File: config.mk
export PLATFORM = sky130hd
export DESIGN_NAME = sent_rx_decoder_flat
export DESIGN_NICKNAME = d
export VERILOG_FILES = /design/src/rtl/sent_pkg.sv /design/src/rtl/sent_rx_decoder_if.sv /design/src/rtl/sent_rx_pulse_meas.sv /design/src/rtl/sent_rx_decoder.sv /design/src/flat_wrapper.sv
export SDC_FILE = /design/constraint.sdc
export NUM_CORES = 1
export LEC_CHECK = 0
export ABC_AREA = 1
export BUFFER_PORTS_ARGS = -buffer_cell sky130_fd_sc_hd__buf_2
export CORE_MARGIN = 8
export CORE_UTILIZATION = 59
export DETAILED_ROUTE_END_ITERATION = 10
export GPL_TIMING_DRIVEN = 0
export PLACE_DENSITY = 0.77
export SYNTH_ARGS = -nofsm -noshare
export SYNTH_HDL_FRONTEND = slang
export SYNTH_SLANG_ARGS = --single-unit
File: constraint.sdc
create_clock -name clk -period 3.8 [get_ports clk]
set_clock_uncertainty 0.1 [all_clocks]
set_input_delay 0.19 -clock clk [delete_from_list [all_inputs] [get_ports clk]]
set_output_delay 0.19 -clock clk [all_outputs]
set_load 0.005 [all_outputs]
File: src/rtl/sent_pkg.sv
// Shared SENT constants, FSM state encoding and nibble-CRC helpers.
// Used by both the receive decoder and the transmit CRC generator.
package sent_pkg;

   localparam int unsigned LEN_W      = 10;
   localparam int unsigned SYNC_TICKS = 56;
   localparam int unsigned SYNC_TOL   = 1;
   localparam int unsigned NIB_BASE   = 12;
   localparam int unsigned NIB_MAX    = 27;
   localparam int unsigned PAUSE_MAX  = 768;
   localparam logic [3:0]  CRC_SEED   = 4'h5;

   localparam logic [3:0] CRC_TAB [16] = '{
      4'd0,  4'd13, 4'd7,  4'd10, 4'd14, 4'd3,  4'd9,  4'd4,
      4'd1,  4'd12, 4'd6,  4'd11, 4'd15, 4'd2,  4'd8,  4'd5
   };

   // Each state names the pulse that the next falling edge closes.
   typedef enum logic [2:0] {
      ST_HUNT,
      ST_SYNC,
      ST_STATUS,
      ST_DATA,
      ST_CRC,
      ST_PAUSE
   } sent_state_e;

   function automatic logic [3:0] crc_step(input logic [3:0] crc, input logic [3:0] nib);
      return CRC_TAB[crc] ^ nib;
   endfunction

   // Final zero-nibble augmentation step.
   function automatic logic [3:0] crc_final(input logic [3:0] crc);
      return CRC_TAB[crc];
   endfunction

endpackage

File: src/rtl/sent_rx_decoder_if.sv
// Decoder control/status bundle: enable and line inputs, last-good-frame
// outputs and the one-cycle event strobes.
interface sent_rx_decoder_if #(
   parameter int NIBBLES = 6
);
   logic                   enable;
   logic                   optional_pause;
   logic                   data_pulse;
   logic [3:0]             status_nibble;
   logic [4*NIBBLES-1:0]   data_fast;
   logic [3:0]             rx_crc;
   logic                   frame_valid;
   logic                   crc_error;
   logic                   pulse_error;
   logic                   busy;

   modport master (
      output enable, optional_pause, data_pulse,
      input  status_nibble, data_fast, rx_crc,
      input  frame_valid, crc_error, pulse_error, busy
   );

   modport slave (
      input  enable, optional_pause, data_pulse,
      output status_nibble, data_fast, rx_crc,
      output frame_valid, crc_error, pulse_error, busy
   );
endinterface

File: src/rtl/sent_rx_pulse_meas.sv
// SENT line front end: synchroniser, falling-edge detect and pulse length
// measurement in ticks, rounded to the nearest tick and saturating.
module sent_rx_pulse_meas
   import sent_pkg::*;
#(
   parameter int CLK_PER_TICK = 4
) (
   input  logic             clk,
   input  logic             reset,
   input  logic             enable,
   input  logic             data_pulse,
   output logic             fe,
   output logic [LEN_W-1:0] len,
   output logic             sat
);

   localparam int CW = $clog2(CLK_PER_TICK);
   localparam logic [LEN_W-1:0] TICK_MAX = '1;

   // [0] metastable stage, [1] synchronised line, [2] previous line value
   logic [2:0]       sync_q;
   logic [CW-1:0]    cc_q;
   logic [LEN_W-1:0] tick_q;
   logic             round_up;

   always_ff @(posedge clk or posedge reset) begin
      if (reset) begin
         sync_q <= 3'b111;
      end else begin
         sync_q <= {sync_q[1:0], data_pulse};
      end
   end

   assign fe = sync_q[2] & ~sync_q[1];

   always_ff @(posedge clk or posedge reset) begin
      if (reset) begin
         cc_q   <= '0;
         tick_q <= '0;
      end else if (!enable || fe) begin
         cc_q   <= '0;
         tick_q <= '0;
      end else if (cc_q == CW'(CLK_PER_TICK - 1)) begin
         cc_q <= '0;
         if (tick_q != TICK_MAX) begin
            tick_q <= tick_q + LEN_W'(1);
         end
      end else begin
         cc_q <= cc_q + CW'(1);
      end
   end

   assign round_up = (cc_q >= CW'(CLK_PER_TICK / 2));
   // A saturated count must not wrap when rounded up.
   assign len = (tick_q == TICK_MAX) ? TICK_MAX : tick_q + {{(LEN_W-1){1'b0}}, round_up};
   assign sat = (tick_q == TICK_MAX);

endmodule

File: src/rtl/sent_rx_decoder.sv
// SENT fast-channel receive decoder: pulse classification FSM, payload shift
// register and nibble CRC check, with last-good-frame output latches.
module sent_rx_decoder
   import sent_pkg::*;
#(
   parameter int CLK_PER_TICK = 4,
   parameter int NIBBLES      = 6
) (
   input  logic             clk,
   input  logic             reset,
   sent_rx_decoder_if.slave bus
);

   // state      | meaning
   // ST_HUNT    | searching for a 55..57 tick sync pulse
   // ST_SYNC    | next edge closes the sync pulse
   // ST_STATUS  | next edge closes the status nibble
   // ST_DATA    | next edge closes a data nibble
   // ST_CRC     | next edge closes the CRC nibble
   // ST_PAUSE   | next edge closes the optional pause pulse

   localparam int W  = 4 * NIBBLES;
   localparam int IW = $clog2(NIBBLES + 1);

   logic             fe;
   logic [LEN_W-1:0] len;
   logic             sat;

   sent_rx_pulse_meas #(
      .CLK_PER_TICK (CLK_PER_TICK)
   ) u_meas (
      .clk        (clk),
      .reset      (reset),
      .enable     (bus.enable),
      .data_pulse (bus.data_pulse),
      .fe         (fe),
      .len        (len),
      .sat        (sat)
   );

   sent_state_e   state_q;
   logic          armed_q;
   logic [IW-1:0] nib_idx_q;
   logic [3:0]    crc_q;
   logic [W-1:0]  shift_q;
   logic [3:0]    stat_q;
   logic [3:0]    status_nibble_q;
   logic [W-1:0]  data_fast_q;
   logic [3:0]    rx_crc_q;
   logic          frame_valid_q;
   logic          crc_error_q;
   logic          pulse_error_q;

   logic       is_sync;
   logic       nib_ok;
   logic       pause_ok;
   logic [3:0] nib;

   assign is_sync  = (len >= LEN_W'(SYNC_TICKS - SYNC_TOL)) && (len <= LEN_W'(SYNC_TICKS + SYNC_TOL));
   assign nib_ok   = (len >= LEN_W'(NIB_BASE)) && (len <= LEN_W'(NIB_MAX));
   assign pause_ok = (len >= LEN_W'(NIB_BASE)) && (len <= LEN_W'(PAUSE_MAX));
   assign nib      = len[3:0] - 4'(NIB_BASE);

   always_ff @(posedge clk or posedge reset) begin
      if (reset) begin
         state_q         <= ST_HUNT;
         armed_q         <= 1'b0;
         nib_idx_q       <= '0;
         crc_q           <= '0;
         shift_q         <= '0;
         stat_q          <= '0;
         status_nibble_q <= '0;
         data_fast_q     <= '0;
         rx_crc_q        <= '0;
         frame_valid_q   <= 1'b0;
         crc_error_q     <= 1'b0;
         pulse_error_q   <= 1'b0;
      end else begin
         frame_valid_q <= 1'b0;
         crc_error_q   <= 1'b0;
         pulse_error_q <= 1'b0;

         if (!bus.enable) begin
            state_q   <= ST_HUNT;
            armed_q   <= 1'b0;
            nib_idx_q <= '0;
            crc_q     <= '0;
            shift_q   <= '0;
            stat_q    <= '0;
         end else if (fe) begin
            // The very first edge has no valid start point to measure from.
            armed_q <= 1'b1;
            unique case (state_q)
               ST_HUNT: begin
                  if (armed_q && is_sync) state_q <= ST_STATUS;
               end
               ST_SYNC: begin
                  if (is_sync) begin
                     state_q <= ST_STATUS;
                  end else begin
                     pulse_error_q <= 1'b1;
                     state_q       <= ST_HUNT;
                  end
               end
               ST_STATUS: begin
                  if (nib_ok) begin
                     stat_q    <= nib;
                     nib_idx_q <= '0;
                     crc_q     <= CRC_SEED;
                     state_q   <= ST_DATA;
                  end else begin
                     pulse_error_q <= 1'b1;
                     state_q       <= ST_HUNT;
                  end
               end
               ST_DATA: begin
                  if (nib_ok) begin
                     shift_q   <= {shift_q[W-5:0], nib};
                     crc_q     <= crc_step(crc_q, nib);
                     nib_idx_q <= nib_idx_q + IW'(1);
                     if (nib_idx_q == IW'(NIBBLES - 1)) state_q <= ST_CRC;
                  end else begin
                     pulse_error_q <= 1'b1;
                     state_q       <= ST_HUNT;
                  end
               end
               ST_CRC: begin
                  if (nib_ok) begin
                     if (crc_final(crc_q) == nib) begin
                        status_nibble_q <= stat_q;
                        data_fast_q     <= shift_q;
                        rx_crc_q        <= nib;
                        frame_valid_q   <= 1'b1;
                     end else begin
                        crc_error_q <= 1'b1;
                     end
                     state_q <= bus.optional_pause ? ST_PAUSE : ST_SYNC;
                  end else begin
                     pulse_error_q <= 1'b1;
                     state_q       <= ST_HUNT;
                  end
               end
               ST_PAUSE: begin
                  if (pause_ok) begin
                     state_q <= ST_SYNC;
                  end else begin
                     pulse_error_q <= 1'b1;
                     state_q       <= ST_HUNT;
                  end
               end
               default: state_q <= ST_HUNT;
            endcase
         end else if (sat && state_q != ST_HUNT) begin
            // Line stuck: silently drop back to hunting.
            state_q <= ST_HUNT;
         end
      end
   end

   assign bus.status_nibble = status_nibble_q;
   assign bus.data_fast     = data_fast_q;
   assign bus.rx_crc        = rx_crc_q;
   assign bus.frame_valid   = frame_valid_q;
   assign bus.crc_error     = crc_error_q;
   assign bus.pulse_error   = pulse_error_q;
   assign bus.busy          = (state_q != ST_HUNT);

endmodule

File: src/flat_wrapper.sv
// flat-port wrapper written by rule: the top's interface ports become plain ports
module sent_rx_decoder_flat import sent_pkg::*;
#(
   parameter int CLK_PER_TICK = 4,
   parameter int NIBBLES      = 6
)
  (clk, reset, bus_enable, bus_optional_pause, bus_data_pulse, bus_status_nibble, bus_data_fast, bus_rx_crc, bus_frame_valid, bus_crc_error, bus_pulse_error, bus_busy);
  sent_rx_decoder_if #(.NIBBLES(NIBBLES)) bus_i ();
  input  logic clk;
  input  logic reset;
  input wire logic [$bits(bus_i.enable)-1:0] bus_enable;
  input wire logic [$bits(bus_i.optional_pause)-1:0] bus_optional_pause;
  input wire logic [$bits(bus_i.data_pulse)-1:0] bus_data_pulse;
  output wire logic [$bits(bus_i.status_nibble)-1:0] bus_status_nibble;
  output wire logic [$bits(bus_i.data_fast)-1:0] bus_data_fast;
  output wire logic [$bits(bus_i.rx_crc)-1:0] bus_rx_crc;
  output wire logic [$bits(bus_i.frame_valid)-1:0] bus_frame_valid;
  output wire logic [$bits(bus_i.crc_error)-1:0] bus_crc_error;
  output wire logic [$bits(bus_i.pulse_error)-1:0] bus_pulse_error;
  output wire logic [$bits(bus_i.busy)-1:0] bus_busy;
  assign bus_i.enable = bus_enable;
  assign bus_i.optional_pause = bus_optional_pause;
  assign bus_i.data_pulse = bus_data_pulse;
  assign bus_status_nibble = bus_i.status_nibble;
  assign bus_data_fast = bus_i.data_fast;
  assign bus_rx_crc = bus_i.rx_crc;
  assign bus_frame_valid = bus_i.frame_valid;
  assign bus_crc_error = bus_i.crc_error;
  assign bus_pulse_error = bus_i.pulse_error;
  assign bus_busy = bus_i.busy;
  sent_rx_decoder #(.CLK_PER_TICK(CLK_PER_TICK), .NIBBLES(NIBBLES)) u_core (.clk(clk), .reset(reset), .bus(bus_i));
endmodule
Yosys cells after proc, flatten, opt, wreduce, memory -nomap -nowiden:

Memory sizes are Yosys's and may differ from the RTL's.
Cells that the tools add are included.

* bits in registers: 89
* memory bits (read-only): 64
* input bits: 5
* logic and storage cells: 126
* memories kept: 1

Memory list
* (name not given): words 16, bits a word 4, read ports 1, clocked after Yosys merged registers in 0, wr ports 0, line sent_pkg.sv:29 `return CRC_TAB[crc] ^ nib;`

* add/sub/neg operators: 5
* $lt $le $gt $ge: 7
* equality and inequality tests: 20
* mux-type cells: 56
* bitwise operators: 4
* reduce and logical (&&, ||, !) cells: 18

Operators with widths (number)
* two-way mux 24 bit: 4
* two-way mux 10 bit: 4
* two-way mux 4 bit: 10
* two-way mux 3 bit: 12
* two-way mux 1 bit: 18
* case mux 3 bit (6 select lines): 1
* adder 10 x 1 -> 10 bit: 1
* adder 10 x 1 -> 10 bit, second input constant: 1
* == test 10 bit, second input constant: 1
* >= comparator 10 x 4 -> 1 bit, second input constant: 1
* >= comparator 10 x 6 -> 1 bit, second input constant: 1
* <= comparator 10 bit, second input constant: 1
* <= comparator 10 x 5 -> 1 bit, second input constant: 1
* <= comparator 10 x 6 -> 1 bit, second input constant: 1
* inequality test 10 bit, second input constant: 1
* == test 3 bit, second input constant: 3
* AND reduction 3 bit: 3
* two-way mux 2 bit: 4
* inequality test 2 x 1 -> 1 bit, second input constant: 4
* case mux 4 bit (2 select lines): 1
* == test 3 x 2 -> 1 bit, second input constant: 2
* inequality test 3 x 1 -> 1 bit, second input constant: 2
* inequality test 3 x 2 -> 1 bit, second input constant: 2
* case mux 3 bit (2 select lines): 1
* 25 further kinds: 30

Depth between registers and ports, before layout:

Gate-level depths: netlist of the first run.

* word-level depth: 10
* depth in mapped cells: 20

Modules after synthesis:

From an unflattened synthesis of the first run, not the netlist that was laid out.

* cells, all modules: 566
* area, all modules: 4605.7 µm²

Modules (own cells, without submodules)
* sent_rx_decoder: times used 1, cells each 422, area an instance 3548.4 µm²
* sent_rx_pulse_meas: times used 1, cells each 144, area an instance 1057.3 µm²

Least setup slack after synthesis of the first run:

OpenSTA, ideal clock, no wires.

* kind: flip-flop to flip-flop
* from: register u_core.u_meas.cc_q[0]
* to: register u_core.data_fast_q[10], in the netlist u_core.bus.data_fast[10]
* setup time: 0.118 ns
* data arrival time: 2.851 ns
* required time: 3.582 ns
* path slack: 0.730 ns
* stages on the path, launching flop included: 20
* path buffers: 1
* clock period less this slack: 3.070 ns
* cell sequence: dfrtp_1 inv_1 ha_1 or2_2 ha_1 ha_1 xnor2_1 nand2_4 inv_1 ha_1 nand2_1 nand3_1 nand2_2 nor2_8 inv_4 nor3_4 nand2_4 buf_2 nand2_1 o21ai_2

* cells in the longest elaborated chain, start to end: 6
* elaborated cells between the ends (all ways): 9
* those cells by class: 2 x add/sub; 3 x order compare; 1 x eq/ne; 1 x mux; 2 x reduce/logical

Ends and longest elaborated chain
* start, declared: line sent_rx_pulse_meas.sv:22 `logic [CW-1:0] cc_q;`
* start signal, assigned: line sent_rx_pulse_meas.sv:49 `cc_q <= cc_q + CW'(1);`
* >= comparator 2 bit: line sent_rx_pulse_meas.sv:53 `assign round_up = (cc_q >= CW'(CLK_PER_TICK / 2));`
* adder 10 x 1 -> 10 bit: line sent_rx_pulse_meas.sv:55 `assign len = (tick_q == TICK_MAX) ? TICK_MAX : tick_q + {{(LEN_W-1){1'b0}}, round_up};`
* two-way mux 10 bit: line sent_rx_pulse_meas.sv:55
* subtractor 4 bit: line sent_rx_decoder.sv:62 `assign nib = len[3:0] - 4'(NIB_BASE);`
* via u_core.nib[2]: line sent_rx_decoder.sv:57 `logic [3:0] nib;`
* == test 4 bit: line sent_rx_decoder.sv:129 `if (crc_final(crc_q) == nib) begin`
* AND reduction 5 bit (no source line)
* end signal, assigned: line sent_rx_decoder.sv:131 `data_fast_q <= shift_q;`
* end, declared: line sent_rx_decoder.sv:48 `logic [W-1:0] data_fast_q;`

The timed path passes the listed nets, and every way through them passes these cells.
A chain may end at the register's enable or synchronous reset.

Worst setup path in the final report of the first run:

* from: register u_core.u_meas.cc_q[0]
* to: register u_core.data_fast_q[23], in the netlist u_core.bus.data_fast[23]

Same word-level chain as after synthesis.

==> impl_results.md, run 1 <==
- Cells after Synth: 497
- Critical path launch point type: flop
- Final setup fails: 0
- GRT Overall Usage: a little under a fifth
- # IOs: 41
- Area Overhead vs Synth: 13.4%
- Die width: between 100 and 150 microns
- Fin. Hold Viols: 0
- TritonCTS clock tree: yes
- Share of cells above drive strength 1: 21.9%
- CTS Buf Count: 9
- Vias in the first global route: 3422
- Reg clk slew, reported paths: 0.09 ns
- Synth area leader: dfrtp_1
- CP max FO: 10
- Iteration-0 DRC Markers: 131
- Diode count: 0
- Crit path kind: reg2reg
- Root Driver: clkbuf_8
- Sequence of cells on the critical path: inv_1, ha_1, or2_2, ha_1, ha_1, xnor2_1, nand2_4, inv_1, ha_1, nand2_1, nand3_1, nand2_2, nor2_8, inv_4, nor3_4, nand2_4, buf_2, nand2_1, o21ai_2
- Inst Count DP: approximately 640
- Routability congestion estimate: 0.884
- Pwr dens: 354 nW/um^2
- Period minus WS final: ~3.4 ns
- Syn_area_per_cell: ~9 sq um
- Slowest cell delay on critical path: 0.38 ns
- Achievable frequency: 0.291 GHz
- Share of the synthesized area in the top cell type: 48.1%
- Synth cell count leaders: 109 x nand2_1, 86 x dfrtp_1, 70 x inv_1
- Fin cells: roughly 660
- Ys flop type: dfrtp_1
- Most common cell in the netlist: nand2_1
- Die ar.: 10600 sq um
- Total power: 1.80 mW
- Sequential-to-total area share from yosys stat: 49.9%
- First-pass GRT wire length: 15.7 mm
- Synth warn: 0
- HP Class: in2reg
- Multi-input gate area: 1840 sq um
- Worst path bufs/invs: 4
- Mapped cell area: 4470 sq um
- Slew @ Worst Pin: 0.595 ns
- Post-synth net total: 515
- WP data required: about 4.0 ns
- Row count: 31
- Clock sinks: 89
- Synth async-reset ratio: 100%
- Slew Viols, Final: 0
- Fin Hold WS: 0.0930 ns
- Final instance area: 5070 sq um
- Clk_lat worst skew: 0.36 ns
- Layout Nets: approximately 570
- Max Root-Sink Buffers: 2
- Most used cell, CP: ha_1
- Pre-CTS WS: 0.399 ns
- Slew Limit Headroom: between 60 and 70%
- Crit end category: flop
- Post-route clock period utilization: about nine tenths
- Final HPWL DP: between 6 and 7 mm
- Largest net degree at the start of global routing: 64
- Synth cell types: 46
- Initial Utilization: 61.4%
- Post-route DRC: 0
- CP top delay family: simple AND/OR/NAND/NOR gates
- Routed via count: 3427
- Detail Route Antenna Nets: 0
- CORE AREA: 7290 sq um
- H-tree levels: 3
- WL per Instance: 14.1 microns
- Vert. Die Dim: 103 microns
- Antenna violations before repair: 0
- Largest cells by area after synthesis: dfrtp_1 48%, nand2_1 9.1%, inv_1 5.9%, o21ai_2 3.9%, ha_1 3.6%
- Final wirelength: 9.24 mm
- Filler instances: between 500 and 600
- Post-layout util: between 60% and 70%
- Input/output buffers: 40
- Max cap viols: 0
- Crit path max-delay cell type: dfrtp_1
- DP Area: between 4000 and 5000 sq um
- CP Data Arrival Time: 3.59 ns
- RSZ-0062 raised after global routing: false
- First drt pass iteration count: 4
- Synth Register Bits: 89
- Final setup TNS: 0 ns
- Setup slack after layout: ~0.36 ns
- Number of synthesized flops with an enable pin: 0
- Status: completed
- Register Area: 2230 sq um
- Static leakage: 2.54 nW
- Via density: 5.23
- Overflow after GRT: 0
- VDD IR max: 197 uV
## flip-flops by register name (all words and copies together) (netlist names)
register	count
u_core.bus.rx_crc	4
u_core.u_meas.tick_q	10
u_core.nib_idx_q	3
u_core.bus.frame_valid	1
u_core.bus.data_fast	24
u_core.bus.pulse_error	1
u_core.state_q	3
u_core.bus.status_nibble	4
u_core.bus.crc_error	1
u_core.shift_q	24
u_core.u_meas.cc_q	2
u_core.stat_q	4
u_core.crc_q	4
u_core.armed_q	1
u_core.u_meas.sync_q	3
## layout by cell type, fill, tap and decap left out, types with 8 or more instances in the layout
master and n:
buf_6 8, inv_1 69, dfrtp_1 86, ha_1 13, buf_2 41, nor2_1 33
a21oi_1 10, clkbuf_8 9, nand2_1 109, o21ai_2 20, o21ai_1 12, nand3_1 26
o22ai_1 20, o21ai_0 16
## worst min-delay path, stage by stage
cell	delay, ns
buf_2	0.09
nand2_1	0.05
a211oi_1	0.06
nand3_1	0.07
nand2_1	0.05
## cells by family (layout without fill, tap and decap cells)
family | Yosys count | in the layout | synth area share [%]
AOI/OAI and AO/OA | 89 | 89 | 13.1
adders and majority gates | 13 | 13 | 3.64
DFF | 89 | 89 | 49.9
and+or+nand+nor | 207 | 207 | 22.1
xor gates and xnor gates | 11 | 11 | 2.32
buffers and inverters | 88 | 147 | 9.00
## cell type report
type                    count  area share (%)
flip-flops and latches     89            44.0
multi-input cells         320            36.3
inverters                  75            5.75
repair buffers             43            4.88
clock buffers               9            2.44
well taps                  99            2.44
plain buffers              13            2.24
clock inverters             7            1.97
## power by group
part / switching (mW) / internal [mW] / total [mW]
combinational: 0.0684 / 0.0303 / 0.0987
sequential: 0.00700 / 0.959 / 0.966
clock: 0.356 / 0.376 / 0.732
total: 0.431 / 1.36 / 1.80
## worst paths after layout
path                                            end  slack, ns  cells after the start                     from
setup / recovery           u_core.bus.data_fast[23]       0.36                     19    u_core.u_meas.cc_q[0]
hold / removal                    u_core.state_q[2]       0.09                      5       bus_optional_pause
setup reg to reg           u_core.bus.data_fast[23]       0.36                     19    u_core.u_meas.cc_q[0]
hold reg to reg             u_core.u_meas.sync_q[1]       0.26                      0  u_core.u_meas.sync_q[0]
max in group asynchronous   u_core.u_meas.tick_q[4]       2.73                      4                    reset
min in group asynchronous        u_core.shift_q[21]       0.26                      3                    reset
## repair_timing
action | CTS | global route
setup buffers | 0 | 0
gates resized for setup | 0 | 0
hold buffers | 2 | 0
endpoints found under the hold margin | 24 | 0
endpoints found under the setup margin | 0 | 0
## routing by layer
layer	part of all wire [%]	vias to the layer above	routed length (microns)	track usage [%]
met5	0	-	0	0
met4	0.89	0	82	6.34
met3	4.1	7	376	3.31
met2	50	52	4580	32.9
met1	45	1656	4200	22.9
li1	-	1712	-	-
Power figures use the tool's default switching activity.
==> inputs of run 2 (changes only) <==
CAP_MARGIN = 20   (was unset)
CORE_UTILIZATION = 54   (was 59)
PLACE_DENSITY = 0.74   (was 0.77)
clock period = 3.1 ns   (was 3.8 ns; I/O delays follow)
==> run 2 against run 1 <==
Final area increased by 4.0%. Cell count increased by 2.7%. Sequential power increased by 22%. Global-route usage decreased by 1.7 points. Clock power increased by 25%. Largest cell class unchanged. Highest routed layer unchanged.
==> impl_results.md, run 2 (synthesized netlist as in run 1, its figures left out) <==
- Status: completed
- CTS Buf Count: 9
- Pwr dens: approximately 420 nW/um^2
- Routed via count: 3474
- Iteration-0 DRC Markers: 172
- VDD IR max: 281 uV
- DP Area: 4840 sq um
- Critical path launch point type: flop
- Die ar.: 11500 sq um
- Reg clk slew, reported paths: roughly 0.090 ns
- Static leakage: 2.60 nW
- Area Overhead vs Synth: 18.0%
- Wl on met1: 4.39 mm
- Input/output buffers: 40
- Root Driver: clkbuf_8
- Achievable frequency: 0.340 GHz
- Vias in the first global route: 3383
- Most common cell after layout, fill and taps aside: nand2_1
- Antenna violations before repair: 0
- Post-route clock period utilization: 94.8%
- Setup slack after layout: approximately 0.16 ns
- Filler instances: 687
- Int Power: around 1.7 mW
- Post-route DRC: 0
- Slew Viols, Final: 0
- WL met3: 399 microns
- TritonCTS clock tree: yes
- Clk_lat worst skew: 0.36 ns
- Slew Limit Headroom: 63.1%
- Pre-CTS WS: -0.258 ns
- Switching pwr: 0.548 mW
- Routability congestion estimate: 0.869
- Multi-input gate area: 1930 sq um
- Final HPWL DP: 6.69 mm
- Logic pwr share: 6.0%
- CP Data Arrival Time: 3.07 ns
- DR top layer: met4
- Diode count: 0
- Crit path kind: reg2reg
- Sequential Power Share: 53.1%
- First-pass GRT wire length: 15.9 mm
- WL per Instance: between 10 and 15 microns
- Row count: 33
- Largest net degree at the start of global routing: 62
- Vert. Die Dim: 107 microns
- Slew @ Worst Pin: 0.554 ns
- CP max FO: 7
- Initial Utilization: 55.0%
- CP startpoint: u_core.u_meas.cc_q[0]
- CORE AREA: 8130 sq um
- Register Area: 2230 sq um
- Switching Share: 24.6%
- Max cap viols: 0
- WP data required: roughly 3.2 ns
- H-tree levels: 3
- # IOs: 41
- Detail Route Antenna Nets: 0
- Clock sinks: 89
- Final setup fails: 0
- Via density: 5.16
- Overflow after GRT: 0
- RR Startpoint: u_core.u_meas.cc_q[0]
- Die width: between 100 and 150 microns
- Final instance area: 5280 sq um
- Share of cells above drive strength 1: 25.7%
- Min-delay src: bus_optional_pause
- Crit end category: flop
- Clock power frac: 40.9%
- First drt pass iteration count: 4
- Fin. Hold Viols: 0
- Max Root-Sink Buffers: 2
- Final wirelength: 9.56 mm
- HP Class: in2reg
- Period minus WS final: 2.94 ns
- Layout Nets: slightly below 600
- Met2 WL: 4.60 mm
- GRT Overall Usage: 17.1%
- Most frequent cells in the layout: 109 x nand2_1, 84 x dfrtp_1, 67 x inv_1
[run 2: path summary, 6_finish.rpt]
path                                             to  slack (ns)  cells after the start
max reg2reg                       u_core.shift_q[8]        0.16                     17
min                               u_core.state_q[2]        0.06                      5
min in group asynchronous  u_core.bus.data_fast[22]        0.22                      3
max in group asynchronous   u_core.u_meas.tick_q[0]        2.05                      4
min reg2reg                 u_core.u_meas.sync_q[1]        0.26                      0
max                               u_core.shift_q[8]        0.16                     17
[run 2: cell type report]
class	count	share of cell area, %
flip-flops and latches	89	42.3
inverters	75	5.52
plain buffers	13	2.28
clock inverters	7	1.92
multi-input cells	320	36.7
repair buffers	55	6.47
well taps	105	2.49
clock buffers	9	2.35
[run 2: critical path, stage by stage, from the launching register on]
cell and delay, ns:
dfrtp_1 0.36, inv_1 0.05, ha_1 0.18, or2_4 0.26
ha_4 0.19, ha_4 0.19, xnor2_4 0.17, nand2_4 0.08
inv_2 0.09, ha_4 0.14, nand2_1 0.05, nand3_1 0.08
nand2_2 0.09, nor2_8 0.15, nand2_4 0.10, o21ai_4 0.27
buf_4 0.20, o22ai_1 0.06
[run 2: what timing repair did]
| item | 4_1_cts | 5_1_grt |
|---|---|---|
| cloned | 1 | 0 |
| pin swaps | 5 | 5 |
| hold buffers | 2 | 0 |
| buffers inserted | 8 | 3 |
| hold endpoints to repair | 29 | 0 |
| resized for setup | 13 | 10 |
| endpoints found under the setup margin | 67 | 65 |
[run 2: power groups by stage]
| stage | registers [mW] | logic [mW] | clock network, mW |
|---|---|---|---|
| CTS | 1.18 | 0.133 | 0.924 |
| global route | 1.19 | 0.153 | 0.964 |
| global placement | 1.21 | 0.113 | 0 |
| floorplan | 1.20 | 0.0870 | 0 |
| finish | 1.18 | 0.134 | 0.913 |
| detailed placement | 1.21 | 0.120 | 0 |
[run 2: per-stage QoR]
stage / utilization (%) / total power, mW / setup TNS (ns) / cells / hold WS [ns]
finish: 64.9 / 2.23 / 0 / 673 / 0.0583
global placement: 59.1 / 1.32 / -43.99 / 642 / 0.162
floorplan: - / 1.29 / 0 / 497 / 0.0595
detailed placement: 59.5 / 1.33 / -13.27 / 643 / 0.0706
global route: 64.9 / 2.30 / -0.00323 / 673 / 0.0861
CTS: 63.9 / 2.24 / 0 / 670 / 0.0548
[run 2: layer usage]
metal / track usage [%] / up-vias
met1: 21.8 / 1668
li1: - / 1729
met3: 4.08 / 15
met4: 5.73 / 0
met5: 0 / -
met2: 27.8 / 62
